### config.mk
export PLATFORM = sky130hd
export DESIGN_NAME = mem_port_arbiter
export DESIGN_NICKNAME = d
export VERILOG_FILES = /design/src/rtl/mem_port_arbiter_pkg.sv /design/src/rtl/mem_port_arbiter_pick.sv /design/src/rtl/mem_port_arbiter.sv
export SDC_FILE = /design/constraint.sdc
export NUM_CORES = 1
export LEC_CHECK = 0
export CELL_PAD_IN_SITES_DETAIL_PLACEMENT = 2
export CELL_PAD_IN_SITES_GLOBAL_PLACEMENT = 2
export CORE_AREA = 2 2 537 539
export DETAILED_ROUTE_END_ITERATION = 7
export DIE_AREA = 0 0 539 541
export PLACE_DENSITY_LB_ADDON = 0.1
export SETUP_SLACK_MARGIN = 0.5
export SYNTH_ARGS = -nofsm -noshare
export SYNTH_HDL_FRONTEND = slang
export SYNTH_SLANG_ARGS = --single-unit
### constraint.sdc
create_clock -name clk -period 1.85 [get_ports clk]
set_input_delay 0.2775 -clock clk [delete_from_list [all_inputs] [get_ports clk]]
set_output_delay 0.2775 -clock clk [all_outputs]
set_load 0.02 [all_outputs]
### src/rtl/mem_port_arbiter_pkg.sv
// Shared types for the memory port arbiter: FSM states, requester ids and default widths.
package arb_types;

  localparam int DEF_ADDR_W = 32;
  localparam int DEF_LINE_W = 256;

  typedef enum logic [1:0] {
    IDLE    = 2'd0,
    GRANT_I = 2'd1,
    GRANT_D = 2'd2,
    DONE    = 2'd3
  } arb_state_t;

  typedef enum logic {
    REQ_I = 1'b0,
    REQ_D = 1'b1
  } arb_req_t;

endpackage

### src/rtl/mem_port_arbiter_pick.sv
// Combinational winner selection between I-cache and D-cache requests.
// ARB_ROUND_ROBIN_EN selects round-robin tie breaking; otherwise D-cache wins ties.
module arb_pick
  import arb_types::*;
(
  input  logic     i_req,
  input  logic     d_req,
  input  arb_req_t last_grant,
  output logic     valid,
  output arb_req_t winner
);

`ifdef ARB_ROUND_ROBIN_EN
  // last_grant names the requester favoured on the next tie.
  always_comb begin
    valid  = i_req | d_req;
    winner = REQ_D;
    if (i_req && !d_req)
      winner = REQ_I;
    else if (i_req && d_req)
      winner = last_grant;
  end
`else
  logic unused_last_grant;
  assign unused_last_grant = last_grant;

  always_comb begin
    valid  = i_req | d_req;
    winner = REQ_D;
    if (i_req && !d_req)
      winner = REQ_I;
  end
`endif

endmodule

### src/rtl/mem_port_arbiter.sv
// Shares one line-wide memory port between I-cache and D-cache miss/writeback traffic.
// Optional round-robin tie breaking via ARB_ROUND_ROBIN_EN (see arb_pick).
module mem_port_arbiter
  import arb_types::*;
#(
  parameter int ADDR_W = DEF_ADDR_W,
  parameter int LINE_W = DEF_LINE_W
) (
  input  logic              clk,
  input  logic              rst_n,
  input  logic              i_read,
  input  logic [ADDR_W-1:0] i_addr,
  output logic              i_resp,
  output logic [LINE_W-1:0] i_rdata,
  input  logic              d_read,
  input  logic              d_write,
  input  logic [ADDR_W-1:0] d_addr,
  input  logic [LINE_W-1:0] d_wdata,
  output logic              d_resp,
  output logic [LINE_W-1:0] d_rdata,
  output logic              mem_read,
  output logic              mem_write,
  output logic [ADDR_W-1:0] mem_addr,
  output logic [LINE_W-1:0] mem_wdata,
  input  logic [LINE_W-1:0] mem_rdata,
  input  logic              mem_resp,
  output logic              busy
);

  arb_state_t        state, state_nxt;
  arb_req_t          owner_q, rr_ptr, pick_winner;
  logic              pick_valid, op_wr_q, granted;
  logic [ADDR_W-1:0] addr_q;
  logic [LINE_W-1:0] wdata_q, i_line_q, d_line_q;

  arb_pick u_pick (
    .i_req      (i_read),
    .d_req      (d_read | d_write),
    .last_grant (rr_ptr),
    .valid      (pick_valid),
    .winner     (pick_winner)
  );

  always_comb begin
    state_nxt = state;
    case (state)
      IDLE:             if (pick_valid) state_nxt = (pick_winner == REQ_I) ? GRANT_I : GRANT_D;
      GRANT_I, GRANT_D: if (mem_resp) state_nxt = DONE;
      DONE:             state_nxt = IDLE;
      default:          state_nxt = IDLE;
    endcase
  end

  always_ff @(posedge clk or negedge rst_n) begin
    if (!rst_n) state <= IDLE;
    else        state <= state_nxt;
  end

  // Request inputs are only looked at in IDLE; everything downstream runs off these latches.
  always_ff @(posedge clk or negedge rst_n) begin
    if (!rst_n) begin
      owner_q  <= REQ_D;
      op_wr_q  <= 1'b0;
      addr_q   <= '0;
      wdata_q  <= '0;
      i_line_q <= '0;
      d_line_q <= '0;
      rr_ptr   <= REQ_D;
    end else begin
      if (state == IDLE && pick_valid) begin
        owner_q <= pick_winner;
        if (pick_winner == REQ_I) begin
          addr_q  <= i_addr;
          op_wr_q <= 1'b0;
        end else begin
          addr_q  <= d_addr;
          op_wr_q <= d_write;
          if (d_write) wdata_q <= d_wdata;
        end
      end
      if (granted && mem_resp) begin
        if (!op_wr_q) begin
          if (owner_q == REQ_I) i_line_q <= mem_rdata;
          else                  d_line_q <= mem_rdata;
        end
        rr_ptr <= (owner_q == REQ_I) ? REQ_D : REQ_I;
      end
    end
  end

  // Outputs decode straight from the state register so an async reset drops them at once.
  assign granted   = (state == GRANT_I) || (state == GRANT_D);
  assign mem_read  = granted && !op_wr_q;
  assign mem_write = granted && op_wr_q;
  assign mem_addr  = addr_q;
  assign mem_wdata = wdata_q;
  assign busy      = (state != IDLE);
  assign i_resp    = (state == DONE) && (owner_q == REQ_I);
  assign d_resp    = (state == DONE) && (owner_q == REQ_D);
  assign i_rdata   = i_line_q;
  assign d_rdata   = d_line_q;

`ifndef SYNTHESIS
  d_rw_exclusive: assert property (@(posedge clk) disable iff (!rst_n) !(d_read && d_write));
`endif

endmodule
# After elaboration in Yosys (flattened, before gate mapping)
# Cells that the tools add are included.
[totals] inputBits=582 elab_cells=41 reg_bits=804 output_inout_bits=805
[classes] bitwise=5 reduce_logical=17 muxes=7 n_eq_ne=5
[op_table] operator="$mux W32" count=1
[op_table] operator="$reduce_and A3 Y1" count=3
[op_table] operator="$logic_and A1 B1 Y1" count=7
[op_table] operator="$mux W2" count=3
[op_table] operator="$pmux W2 S3" count=1
[op_table] operator="$eq A2 B2 Y1 const B" count=2
[op_table] operator="$ne A2 B2 Y1 const B" count=2
[op_table] operator="$not A1 Y1" count=3
[op_table] operator="$eq A2 B1 Y1 const B" count=1
[op_table] operator="$logic_not A1 Y1" count=2
[op_table] operator="$logic_not A2 Y1" count=1
[op_table] operator="$mux W1" count=2
[op_table] operator="$or A1 B1 Y1" count=2
[op_table] operator="$reduce_and A2 Y1" count=1
[op_table] operator="$reduce_bool A2 Y1" count=1
[op_table] operator="$reduce_or A2 Y1" count=1
[op_table] operator="$logic_or A1 B1 Y1" count=1

# Depth between registers and ports, before layout
[logic_depth] depth_word=6 mapped_depth=8 mapped_depth_nobuf=5

# Hierarchy
# From an unflattened synthesis, not the netlist that was laid out.
[unflattened] hier_cells=1797 hier_area_um2=30194.0
[by_module_without_submodules] mod="mem_port_arbiter" area_each_um2=30181.4 cells_per_inst=1795 seq_area_each_um2=20146.8 n_inst=1
[by_module_without_submodules] mod="arb_pick" area_each_um2=12.5 cells_per_inst=2 seq_area_each_um2=0.0 n_inst=1

# Worst setup path after synthesis
# Ideal clock, no wire load.
[synth_timing] path_type="reg-to-reg" startpoint="register state[1]" endpoint="register d_line_q[215], in the netlist d_rdata[215]" slack_ps=-177 arrival_time_ps=1902 period_less_slack_ps=2027 setup_time_ps=125 path_stages_with_launch=8 cell_sequence="dfrtp_1 -> inv_1 -> ha_1 -> nor2b_1 -> nand3_1 -> buf_2 -> buf_2 -> mux2_2"
[synth_between] elab_chain_cells=4 word_cells_on_any_way=5 cone_classes="eq/ne: 2; reduce/logical: 3"
[synth_rtl] element="start, declared" line="mem_port_arbiter.sv:30" rtl="arb_state_t state, state_nxt;"
[synth_rtl] element="start signal, assigned" line="mem_port_arbiter.sv:56" rtl="else state <= state_nxt;"
[synth_rtl] element="$eq A2 B1 Y1 or $eq A2 B2 Y1 (tied branches)" line="mem_port_arbiter.sv:92" rtl="assign granted = (state == GRANT_I) || (state == GRANT_D);"
[synth_rtl] element="$logic_or A1 B1 Y1 (*)" line="mem_port_arbiter.sv:92"
[synth_rtl] element="$logic_and A1 B1 Y1 (*)" line="mem_port_arbiter.sv:81" rtl="if (granted && mem_resp) begin"
[synth_rtl] element="$reduce_and A3 Y1 (no source line) (*)"
[synth_rtl] element="end signal, assigned" line="mem_port_arbiter.sv:84" rtl="else d_line_q <= mem_rdata;"
[synth_rtl] element="end, declared" line="mem_port_arbiter.sv:34" rtl="logic [LINE_W-1:0] wdata_q, i_line_q, d_line_q;"
# Every way passes the cells marked *; elsewhere a longest branch is shown, timed or not.
# A chain may end at the register's enable or synchronous reset.

# Final worst setup path
[layout_timing] startpoint="register state[1]" endpoint="register i_line_q[193], in the netlist i_rdata[193]"
[layout_between] elab_chain_cells=4 word_cells_on_any_way=5 cone_classes="eq/ne: 2; reduce/logical: 3"
[layout_rtl] element="$eq A2 B1 Y1 or $eq A2 B2 Y1 (tied branches)" line="mem_port_arbiter.sv:92"
[layout_rtl] element="$logic_or A1 B1 Y1 (*)" line="mem_port_arbiter.sv:92"
[layout_rtl] element="$logic_and A1 B1 Y1 (*)" line="mem_port_arbiter.sv:81"
[layout_rtl] element="$reduce_and A3 Y1 (no source line) (*)"
[layout_rtl] element="end signal, assigned" line="mem_port_arbiter.sv:83" rtl="if (owner_q == REQ_I) i_line_q <= mem_rdata;"
[layout_rtl] element="end, declared" line="mem_port_arbiter.sv:34"
# Marks and branches as above.

==> flow_metrics.env <==
export IMPL_cts_htree_levels=3
export IMPL_total_power_mw=119
export IMPL_die_area_sq_mm=0.292
export IMPL_cts_made_buffers=119
export IMPL_antenna_left=0
export IMPL_grt_use_met2_pct=23.3
export IMPL_setup_viol=517
export IMPL_critPathLaunchType="register"
export IMPL_antenna_found_initial=112
export IMPL_grt_max_degree=85
export IMPL_cts_tree="done"
export IMPL_layout_nets=4366
export IMPL_p_per_area_mw_per_mm2=1950
export IMPL_maxCapViolations=0
export IMPL_cts_clk_slew_worst_paths_ns=0.06
export IMPL_initial_utilization_pct=10.4
export IMPL_grt_pass1_wl_mm=259
export IMPL_p_leak_nw=26.1
export IMPL_grt_use_met3_pct=5.20
export IMPL_dpl_hpwl_mm=154
export IMPL_synth_top_area_share_pct=67.2
export IMPL_final_min_clock_period_ns=2.27
export IMPL_postLayoutCellArea_sq_mm=0.0609
export IMPL_synth_area_per_cell_sq_um=16.7
export IMPL_grt_pass1_vias=27052
export IMPL_setup_tns_final_ns=-159.21
export IMPL_drive_above_1_share_pct=54.3
export IMPL_syn_inst=1792
export IMPL_hold_slack_ns=0.103
export IMPL_worstPathArrival_ns=2.96
export IMPL_cts_root_buffer_cell="clkbuf_16"
export IMPL_wl_mm=200
export IMPL_clk_path_buf_depth=4
export IMPL_io_buffers=1386
export IMPL_critPathKind="register to register"
export IMPL_post_synth_num_cell_types=23
export IMPL_worstHoldPathType="input pin to register"
export IMPL_finClkSkew_ns=0.0337
export IMPL_grt_use_total_pct=12.9
export IMPL_vias=24168
export IMPL_cp_cell_sequence="inv_2, ha_4, inv_4, nor4b_4, buf_6, buf_12, buf_16, buf_16, buf_12, clkbuf_16, mux2_2"
export IMPL_viasPerCell=3.14
export IMPL_die_w_um=539
export IMPL_final_max_slew_viol_count=0
export IMPL_nFillCells=31251
export IMPL_busiest_layer="met2"
export IMPL_core_area_sq_mm=0.286
export IMPL_max_freq_mhz=440
export IMPL_ys_ff_latch=804
export IMPL_ir_drop_mv=0.927
export IMPL_finalHoldViolCount=0
export IMPL_yosysWarnings=0
export IMPL_yosysTopAreaCell="dfrtp_1"
export IMPL_clock_latency_ns=0.84
export IMPL_setup_ws_ns=-0.424
export IMPL_violations="setup timing"
export IMPL_rows=197
export IMPL_drc=0
export IMPL_status="finished with violations"
export IMPL_fin_crit_sh_pct=123
export IMPL_drtIter0Drc=604
export IMPL_crit_path_end_kind="register"
export IMPL_cts_sinks=804
export IMPL_cpPeakStageDelay_ns=0.36
export IMPL_die_y_um=541
export IMPL_globalplace_congestion=0.742
export IMPL_io_pins=1387
export IMPL_wl_per_cell_um=26.0
export IMPL_ys_seq_area_share_pct=67.3
export IMPL_syn_to_final_growth_pct=104
export IMPL_drtPass1Iterations=4
export IMPL_final_util_pct=21.3
export IMPL_grt_overflow=0
export IMPL_crit_slowest_cell="dfrtp_1"
export IMPL_rsz0062_at_grt="yes"
export IMPL_syn_nets=2376
export IMPL_gr_usage_met1_pct=14.0
export IMPL_max_slew_worst_pin_slew_ns=0.652
export IMPL_worst_path_max_fanout=7
export IMPL_synth_area_top_cells="dfrtp_1 (67%), mux2_2 (29%), buf_2 (0.89%)"
export IMPL_post_dp_cell_area_sq_mm=0.0497
export IMPL_worstPathRequired_ns=2.54
export IMPL_synth_area_sq_mm=0.0299
export IMPL_slew_headroom_pct=56.5
==> worst max-delay path: cells and delay by family, from the launching register on <==
family	cells	cell delay, ns
DFF	1	0.36
adders and majority gates	1	0.29
and+or+nand+nor	1	0.21
muxes	1	0.33
buffers and inverters	8	0.93
==> per-layer routing <==
| layer | vias up | part of all wire, % |
|---|---|---|
| met2 | 1001 | 51 |
| met3 | 285 | 8.5 |
| li1 | 10432 | - |
| met5 | - | 0.28 |
| met1 | 12366 | 38 |
| met4 | 84 | 2.5 |
==> state kept, by name, indices dropped and copies added, names as in the netlist <==
name       count
mem_wdata    256
mem_addr      32
state          2
op_wr_q        1
owner_q        1
i_rdata      256
d_rdata      256
==> cells by family after synthesis <==
group           count (synthesis)  share of synthesized area, %
compound gates                 40                         0.849
buf+inv                       101                          1.79
flops                         804                          67.3
simple gates                   77                          1.06
fa+ha+maj                       2                        0.0837
mux                           768                          28.9
==> cells in the mapped netlist (all sizes together) <==
cell type	instances
and2	1
clkbuf	15
nor2	66
ha	2
o22ai	33
nand3	1
mux2	768
nor2b	2
buf	80
nand4bb	1
a221o	1
inv	6
nand2	5
a21oi	2
a221oi	1
dfrtp	803
dfstp	1
o21ai	2
nor4b	1
o31a	1
==> where the power goes <==
part	switching, mW	internal (mW)
logic	29.5	32.9
registers	6.93	26.8
clock network	9.35	13.1
==> cell type report <==
| class | instances | area, sq um | share of cell area, % |
|---|---|---|---|
| diodes | 51 | 128 | 0.210 |
| clock buffers | 171 | 3390 | 5.57 |
| clock inverters | 36 | 310 | 0.510 |
| inverters | 6 | 27.5 | 0.0452 |
| multi-input cells | 887 | 10200 | 16.7 |
| flip-flops and latches | 804 | 20100 | 33.1 |
| well taps | 3781 | 4730 | 7.77 |
| repair buffers | 1964 | 22000 | 36.1 |
==> metrics by stage <==
step,cells,setup WS [ns]
3_3_place_gp,7012,-0.402
3_5_place_dp,7012,-0.446
6_report,7700,-0.424
4_1_cts,7601,-0.469
2_1_floorplan,1792,0.0142
5_1_grt,7670,-0.518
==> final timing paths <==
kind                                       startpoint                          to  slack, ns  depth (start not counted)
setup / recovery                 state[1]$_DFFE_PN0P_    i_rdata[193]$_DFFE_PN0P_      -0.42                         11
max in group asynchronous                       rst_n    i_rdata[185]$_DFFE_PN0P_       0.84                          3
min in group asynchronous                       rst_n    i_rdata[107]$_DFFE_PN0P_       0.26                          3
hold reg to reg            mem_wdata[213]$_DFFE_PN0P_  mem_wdata[213]$_DFFE_PN0P_       0.51                          1
hold / removal                            d_wdata[78]   mem_wdata[78]$_DFFE_PN0P_       0.10                          2
setup reg to reg                 state[1]$_DFFE_PN0P_    i_rdata[193]$_DFFE_PN0P_      -0.42                         11
==> timing repair <==
| action | in CTS | in global routing |
|---|---|---|
| buffers inserted | 103 | 15 |
| hold buffers | 263 | 0 |
| resized for setup | 5281 | 214 |
| cloned | 16 | 33 |
| pin swaps | 2 | 1 |
| hold endpoints to repair | 957 | 0 |
| setup endpoints to repair | 1608 | 1608 |
==> cells in the final DEF, fill, tap and decap left out, drive strengths merged <==
cell and n:
bufinv 4, clkdlybuf4s15 2, a221o 1, o31a 1, o22ai 33, clkbuf 198
nand3 1, inv 10, a221oi 1, nor4b 1, a21oi 2, nand4bb 1
o21ai 2, nand2 5, diode 51, dfrtp 803, and2 1, clkdlybuf4s50 580
dlygate4sd3 263, mux2 768, nor2b 2, ha 2, buf 1092, nor2 66
dfstp 1, clkinv 28
(Power assumes the default switching activity.)
